**src/rtl/logging_memwindow_pf.sv**
```systemverilog
// Sbus window onto a logging blockram: four 16-bit registers, one-word
// read prefetch, DATA write path, programmable stride, wrap/saturate modes.
module logging_memwindow_pf #(
    parameter int DW    = 16,
    parameter int AW    = 12,
    parameter int DEPTH = 4096
) (
    input  logic            wb_clk_i,
    input  logic            wb_rst_ni,
    input  logic            sbus_wb_cyc_i,
    input  logic            sbus_wb_stb_i,
    input  logic            sbus_wb_we_i,
    input  logic [15:0]     sbus_wb_adr_i,
    input  logic [DW/8-1:0] sbus_wb_sel_i,
    input  logic [DW-1:0]   sbus_wb_dat_i,
    output logic [DW-1:0]   sbus_wb_dat_o,
    output logic            sbus_wb_ack_o,
    output logic            lbram_wb_cyc_o,
    output logic            lbram_wb_stb_o,
    output logic            lbram_wb_we_o,
    output logic [AW-1:0]   lbram_wb_adr_o,
    output logic [DW/8-1:0] lbram_wb_sel_o,
    output logic [DW-1:0]   lbram_wb_dat_o,
    input  logic [DW-1:0]   lbram_wb_dat_i,
    input  logic            lbram_wb_ack_i
);

    localparam logic [1:0] S_IDLE     = 2'd0;
    localparam logic [1:0] S_PREFETCH = 2'd1;
    localparam logic [1:0] S_WRITE    = 2'd2;

    localparam logic [1:0] R_ADDR   = 2'd0;
    localparam logic [1:0] R_DATA   = 2'd1;
    localparam logic [1:0] R_CTRL   = 2'd2;
    localparam logic [1:0] R_STATUS = 2'd3;

    localparam logic [AW:0]   DEPTH_W = (AW+1)'(DEPTH);
    localparam logic [AW-1:0] LAST    = AW'(DEPTH - 1);

    logic [1:0]    state, state_nxt;
    logic [AW-1:0] adr;
    logic [AW-1:0] bram_adr;
    logic          autoinc, wrap;
    logic [3:0]    stride_m1;
    logic          ovf;
    logic          pf_valid;
    logic [DW-1:0] pf_data;
    logic          reload;

    logic [1:0]    rsel;
    logic          req, ready, take;
    logic          rd_ok, wr_done;
    logic          addr_wr, ctrl_wr, stat_wr, data_take;
    logic          pf_done;
    logic [AW-1:0] wa;
    logic          wa_big;
    logic [AW:0]   stride_w, nxt;
    logic [AW-1:0] adv_adr;
    logic          adv_ovf;
    logic [DW-1:0] ctrl_rd, stat_rd, rd_mux;
    logic          unused;

    assign unused    = ^{sbus_wb_adr_i[15:3], sbus_wb_adr_i[0]};
    assign rsel      = sbus_wb_adr_i[2:1];
    assign req       = sbus_wb_cyc_i & sbus_wb_stb_i & ~sbus_wb_ack_o;
    assign rd_ok     = (state == S_IDLE) & pf_valid & ~reload;
    assign wr_done   = (state == S_WRITE) & lbram_wb_ack_i;
    assign pf_done   = (state == S_PREFETCH) & lbram_wb_ack_i;
    assign take      = req & ready;
    assign addr_wr   = take & sbus_wb_we_i & (rsel == R_ADDR);
    assign ctrl_wr   = take & sbus_wb_we_i & (rsel == R_CTRL);
    assign stat_wr   = take & sbus_wb_we_i & (rsel == R_STATUS);
    assign data_take = take & (rsel == R_DATA);
    assign wa        = sbus_wb_dat_i[AW-1:0];
    assign wa_big    = {1'b0, wa} >= DEPTH_W;

    // Register-access readiness: only DATA ever has to wait
    always_comb begin
        ready = 1'b1;
        if (rsel == R_DATA)
            ready = sbus_wb_we_i ? wr_done : rd_ok;
    end

    // Next window address after a DATA access, with wrap or saturation
    always_comb begin
        stride_w = (AW+1)'(stride_m1) + (AW+1)'(1);
        nxt      = {1'b0, adr} + stride_w;
        adv_adr  = adr;
        adv_ovf  = 1'b0;
        if (autoinc) begin
            if (nxt >= DEPTH_W) begin
                if (wrap) begin
                    adv_adr = AW'(nxt - DEPTH_W);
                end else begin
                    adv_adr = LAST;
                    adv_ovf = 1'b1;
                end
            end else begin
                adv_adr = nxt[AW-1:0];
            end
        end
    end

    // Read-back values for the register map
    always_comb begin
        ctrl_rd      = '0;
        ctrl_rd[0]   = autoinc;
        ctrl_rd[1]   = wrap;
        ctrl_rd[7:4] = stride_m1;
        stat_rd      = '0;
        stat_rd[0]   = (state != S_IDLE);
        stat_rd[1]   = pf_valid;
        stat_rd[2]   = ovf;
        unique case (rsel)
            R_ADDR:  rd_mux = DW'(adr);
            R_DATA:  rd_mux = pf_data;
            R_CTRL:  rd_mux = ctrl_rd;
            default: rd_mux = stat_rd;
        endcase
    end

    // Bram cycle sequencing; an ADDR write in IDLE defers the prefetch a cycle
    always_comb begin
        state_nxt = state;
        unique case (state)
            S_IDLE: begin
                if (req & sbus_wb_we_i & (rsel == R_DATA))
                    state_nxt = S_WRITE;
                else if (~pf_valid & ~addr_wr)
                    state_nxt = S_PREFETCH;
            end
            S_PREFETCH: if (lbram_wb_ack_i) state_nxt = S_IDLE;
            S_WRITE:    if (lbram_wb_ack_i) state_nxt = S_IDLE;
            default:    state_nxt = S_IDLE;
        endcase
    end

    // FSM state and the bram address latched for the whole bram cycle
    always_ff @(posedge wb_clk_i or negedge wb_rst_ni) begin
        if (!wb_rst_ni) begin
            state    <= S_IDLE;
            bram_adr <= '0;
        end else begin
            state <= state_nxt;
            if ((state == S_IDLE) && (state_nxt != S_IDLE))
                bram_adr <= adr;
        end
    end

    // Window address, control fields and sticky overflow
    always_ff @(posedge wb_clk_i or negedge wb_rst_ni) begin
        if (!wb_rst_ni) begin
            adr       <= '0;
            autoinc   <= 1'b1;
            wrap      <= 1'b0;
            stride_m1 <= '0;
            ovf       <= 1'b0;
        end else begin
            if (addr_wr)
                adr <= wa_big ? LAST : wa;
            else if (data_take)
                adr <= adv_adr;
            if (ctrl_wr) begin
                autoinc   <= sbus_wb_dat_i[0];
                wrap      <= sbus_wb_dat_i[1];
                stride_m1 <= sbus_wb_dat_i[7:4];
            end
            if ((addr_wr & wa_big) | (data_take & adv_ovf))
                ovf <= 1'b1;
            else if (stat_wr & sbus_wb_dat_i[2])
                ovf <= 1'b0;
        end
    end

    // Prefetch buffer; reload discards a prefetch overtaken by an ADDR write
    always_ff @(posedge wb_clk_i or negedge wb_rst_ni) begin
        if (!wb_rst_ni) begin
            pf_valid <= 1'b0;
            pf_data  <= '0;
            reload   <= 1'b0;
        end else begin
            if (addr_wr | data_take) begin
                pf_valid <= 1'b0;
            end else if (pf_done & ~reload) begin
                pf_valid <= 1'b1;
                pf_data  <= lbram_wb_dat_i;
            end
            if (pf_done)
                reload <= 1'b0;
            else if (addr_wr & (state == S_PREFETCH))
                reload <= 1'b1;
        end
    end

    // Sbus ack pulse and registered read data
    always_ff @(posedge wb_clk_i or negedge wb_rst_ni) begin
        if (!wb_rst_ni) begin
            sbus_wb_ack_o <= 1'b0;
            sbus_wb_dat_o <= '0;
        end else begin
            sbus_wb_ack_o <= take;
            if (take & ~sbus_wb_we_i)
                sbus_wb_dat_o <= rd_mux;
        end
    end

    // Bram master outputs follow the state so reset drops them at once
    always_comb begin
        lbram_wb_cyc_o = (state != S_IDLE);
        lbram_wb_stb_o = (state != S_IDLE);
        lbram_wb_we_o  = (state == S_WRITE);
        lbram_wb_adr_o = bram_adr;
        lbram_wb_sel_o = '0;
        lbram_wb_dat_o = '0;
        if (state == S_WRITE) begin
            lbram_wb_sel_o = sbus_wb_sel_i;
            lbram_wb_dat_o = sbus_wb_dat_i;
        end else if (state == S_PREFETCH) begin
            lbram_wb_sel_o = '1;
        end
    end

endmodule

```
**config.mk**
```make
export PLATFORM = sky130hd
export DESIGN_NAME = logging_memwindow_pf
export DESIGN_NICKNAME = d
export VERILOG_FILES = /design/src/rtl/logging_memwindow_pf.sv
export SDC_FILE = /design/constraint.sdc
export NUM_CORES = 1
export LEC_CHECK = 0
export ABC_AREA = 1
export CAP_MARGIN = 20
export CORE_UTILIZATION = 35
export DETAILED_ROUTE_END_ITERATION = 12
export HOLD_SLACK_MARGIN = 0.08
export MAX_ROUTING_LAYER = met4
export PLACE_DENSITY = 0.68
export SETUP_SLACK_MARGIN = 0.4
export SLEW_MARGIN = 40
export SYNTH_ARGS = -nofsm -noshare
export SYNTH_HDL_FRONTEND = slang
export SYNTH_SLANG_ARGS = --single-unit
```
**constraint.sdc**
```tcl
create_clock -name wb_clk_i -period 4.1 [get_ports wb_clk_i]
set_input_delay 0.615 -clock wb_clk_i [delete_from_list [all_inputs] [get_ports wb_clk_i]]
set_output_delay 0.615 -clock wb_clk_i [all_outputs]
set_load 0.01 [all_outputs]
```
==> impl_metrics.tcl <==
set metrics [dict create \
    status "completed" \
    grt_pass1_vias 3070 \
    syn_inst 438 \
    fin_crit_ns 2.807 \
    globalplace.congestion 0.8932 \
    first_iter_violations 174 \
    power.internal_mw 1.771 \
    fp.coreArea_um2 9819 \
    hold_path.class "input pin to asynchronous set/reset pin" \
    htreeDepth 3 \
    fin_tns_setup_ns 0 \
    timing.final.crit_share_pct 68.47 \
    dieHeight_um 102.9 \
    tightest_slew_ns 0.7103 \
    yosysWarnings 0 \
    dpl.hpwl_um 7021 \
    holdWs_ns 0.3099 \
    cellPowerDensity_nw_per_um2 602.4 \
    io_pins 106 \
    hold_viol_final 0 \
    insertion_delay_ns 0.35 \
    synth_edf_count 0 \
    cts_setup_buffers 0 \
    p_total_mw 2.854 \
    vdd_drop_max_mv 0.2884 \
    maxCapViolations 0 \
    slew_headroom_pct 52.65 \
    p_sw_mw 1.082 \
    fp.dieW_um 102.9 \
    grtUsageTotal_pct 19.42 \
    power.leakage_nw 2.372 \
    netlist_area_um2 3562 \
    avgRoutedWirePerCell_um 14.14 \
    synth_ff_type "dfrtp_1" \
    power_frac_comb_pct 43.3 \
    rows 36 \
    ff2ff_path_depth 14 \
    initial_core_util_pct 36.28 \
    synth_cell_type_count 35 \
    postSynthAreaPerCell_um2 8.133 \
    numCtsBuffers 9 \
    fin_skew_ns 0.01233 \
    antenna_left 0 \
    dr.pass1.iters 4 \
    cp-end-kind "register" \
    crit_required_ns 4.31 \
    final_common_cell "nand2_1" \
    vias_per_cell 4.879 \
    r2r_end "adr[7]" \
    slew_violations 0 \
    ctsHoldBuffers 0 \
    start_kind "input pin" \
    p_sw_share_pct 37.93 \
    cts_tree "yes" \
    rsz0062_at_grt "false" \
    cts.path.max_buffers 2 \
    crit_arrival_ns 3.02 \
    pwr-share-clk_pct 17.2 \
    final_cell_mix "124 x nand2_1, 90 x clkdlybuf4s50_1, 67 x dfrtp_1, 61 x inv_1, 28 x nand3_1" \
    clk_pin_slew_ns 0.07 \
    syn_nets 503 \
    dieArea_um2 10590 \
    antenna_cells 0 \
    synth_seq_cells 68 \
    pwr-share-seq_pct 39.5 \
    async_flop_share_pct 100.0 \
    antenna_found_initial 0 \
    grt_overflow 0 \
    crit_fanout 20 \
    wl_um 9375 \
    fin_nets 591 \
    yosysSeqAreaShare_pct 47.80 \
    reg2reg_from "state[0]" \
    grt_first_pass_wirelength_um 15040 \
    syn_to_final_growth_pct 32.98 \
    remaining_drc_errors 0 \
    fmaxAchievable_mhz 356.2 \
    clkSinkCount 68 \
    route.vias.total 3235 \
    cts-root-buf "clkbuf_8" \
    grt_max_degree 39 \
    r2r_setup_slack_ns 1.45 \
    setup_violations 0 \
    path_class "input pin to register" \
    post_cts_resized 0 \
    drive_gt1_share_pct 7.736 \
    portBuffers 91 \
]
==> cell usage after synthesis (2+ instances only) <==
library cell / instances / area, µm²
o21ai_0: 26 / 130.1
ha_1: 8 / 100.1
clkbuf_1: 6 / 22.52
nand3_1: 28 / 140.1
nor2_1: 19 / 71.32
dfrtp_1: 67 / 1677
nor3_1: 4 / 20.02
inv_2: 3 / 11.26
buf_4: 4 / 30.03
mux2_2: 6 / 67.56
nand2_1: 124 / 465.5
a31oi_1: 5 / 31.28
o31ai_1: 5 / 37.54
mux2_4: 5 / 75.07
o22ai_1: 12 / 75.07
buf_2: 8 / 40.04
nand2_2: 2 / 12.51
a21oi_1: 26 / 130.1
inv_1: 61 / 229.0
xor2_1: 3 / 26.28
nand4_1: 2 / 12.51
==> power groups by stage <==
stage / sequential (mW) / combinational, mW / clock, mW
floorplan: 1.12 / 0.736 / 0
global placement: 1.13 / 1.20 / 0
detailed placement: 1.14 / 1.24 / 0
CTS: 1.13 / 1.25 / 0.498
global route: 1.16 / 1.39 / 0.525
finish: 1.13 / 1.24 / 0.489
==> kinds of logic (layout without fill, tap and decap cells) <==
group           after synthesis  count (layout)  share of synthesized area [%]
flops                        68              68                          47.80
mux                          11              11                          4.004
simple gates                185             185                          22.02
xor+xnor                      4               4                         0.9837
buf+inv                      83             175                          9.659
compound gates               78              78                          12.15
fa+ha+maj                     9               9                          3.372
==> worst max-delay path: stages <==
cell and delay [ns]:
clkdlybuf4s50_1 0.56, inv_2 0.07, nor2_4 0.27, nand3_2 0.15, nand3_1 0.11, buf_4 0.25
nand2_1 0.45, inv_1 0.30, a21oi_1 0.06, o21ai_0 0.07, o21ai_0 0.09
==> layout make-up <==
type | instances | area (µm²)
clock buffers | 13 | 158.9
inverters | 64 | 240.2
repair buffers | 96 | 943.4
clock inverters | 2 | 10.01
well taps | 133 | 166.4
flip-flops and latches | 68 | 1703
multi-input cells | 287 | 1515
fillers | 1005 | 5082
==> layer usage <==
layer / track usage, % / vias to the layer above / part of all wire, %
li1: - / 1589 / -
met1: 25.47 / 1515 / 47
met2: 29.64 / 106 / 45
met3: 2.780 / 25 / 4.9
met4: 9.209 / 0 / 3.0
met5: - / - / 0
==> how the worst max path moves through the flow <==
| stage | startpoint | to | slack (ns) | cells after the start |
|---|---|---|---|---|
| 3_5_place_dp | sbus_wb_adr_i[1] | adr[7] | 0.99 | 11 |
| 2_1_floorplan | adr[0] | adr[7] | 2.03 | 12 |
| 5_1_grt | sbus_wb_adr_i[1] | adr[7] | 1.12 | 11 |
| 6_report | sbus_wb_adr_i[1] | adr[7] | 1.29 | 11 |
| 3_3_place_gp | sbus_wb_adr_i[1] | adr[7] | 1.07 | 11 |
| 4_1_cts | sbus_wb_adr_i[1] | adr[7] | 1.36 | 11 |
==> flip-flops by register name (all words and copies together), names as in the netlist <==
register / count
adr: 12
autoinc: 1
lbram_wb_adr_o: 12
ovf: 1
pf_data: 16
pf_valid: 1
reload: 1
sbus_wb_ack_o: 1
sbus_wb_dat_o: 16
state: 2
stride_m1: 4
wrap: 1
==> per-stage QoR <==
step           util, %  cells  setup slack, ns  cell area [µm²]
4_1_cts          48.24    663            1.364             4737
3_5_place_dp     46.52    648           0.9921             4568
6_report         48.24    663            1.293             4737
3_3_place_gp     46.52    648            1.072             4568
2_1_floorplan        -    438            2.030             3562
5_1_grt          48.24    663            1.115             4737
Note: power is estimated with default switching activity, not from simulation.
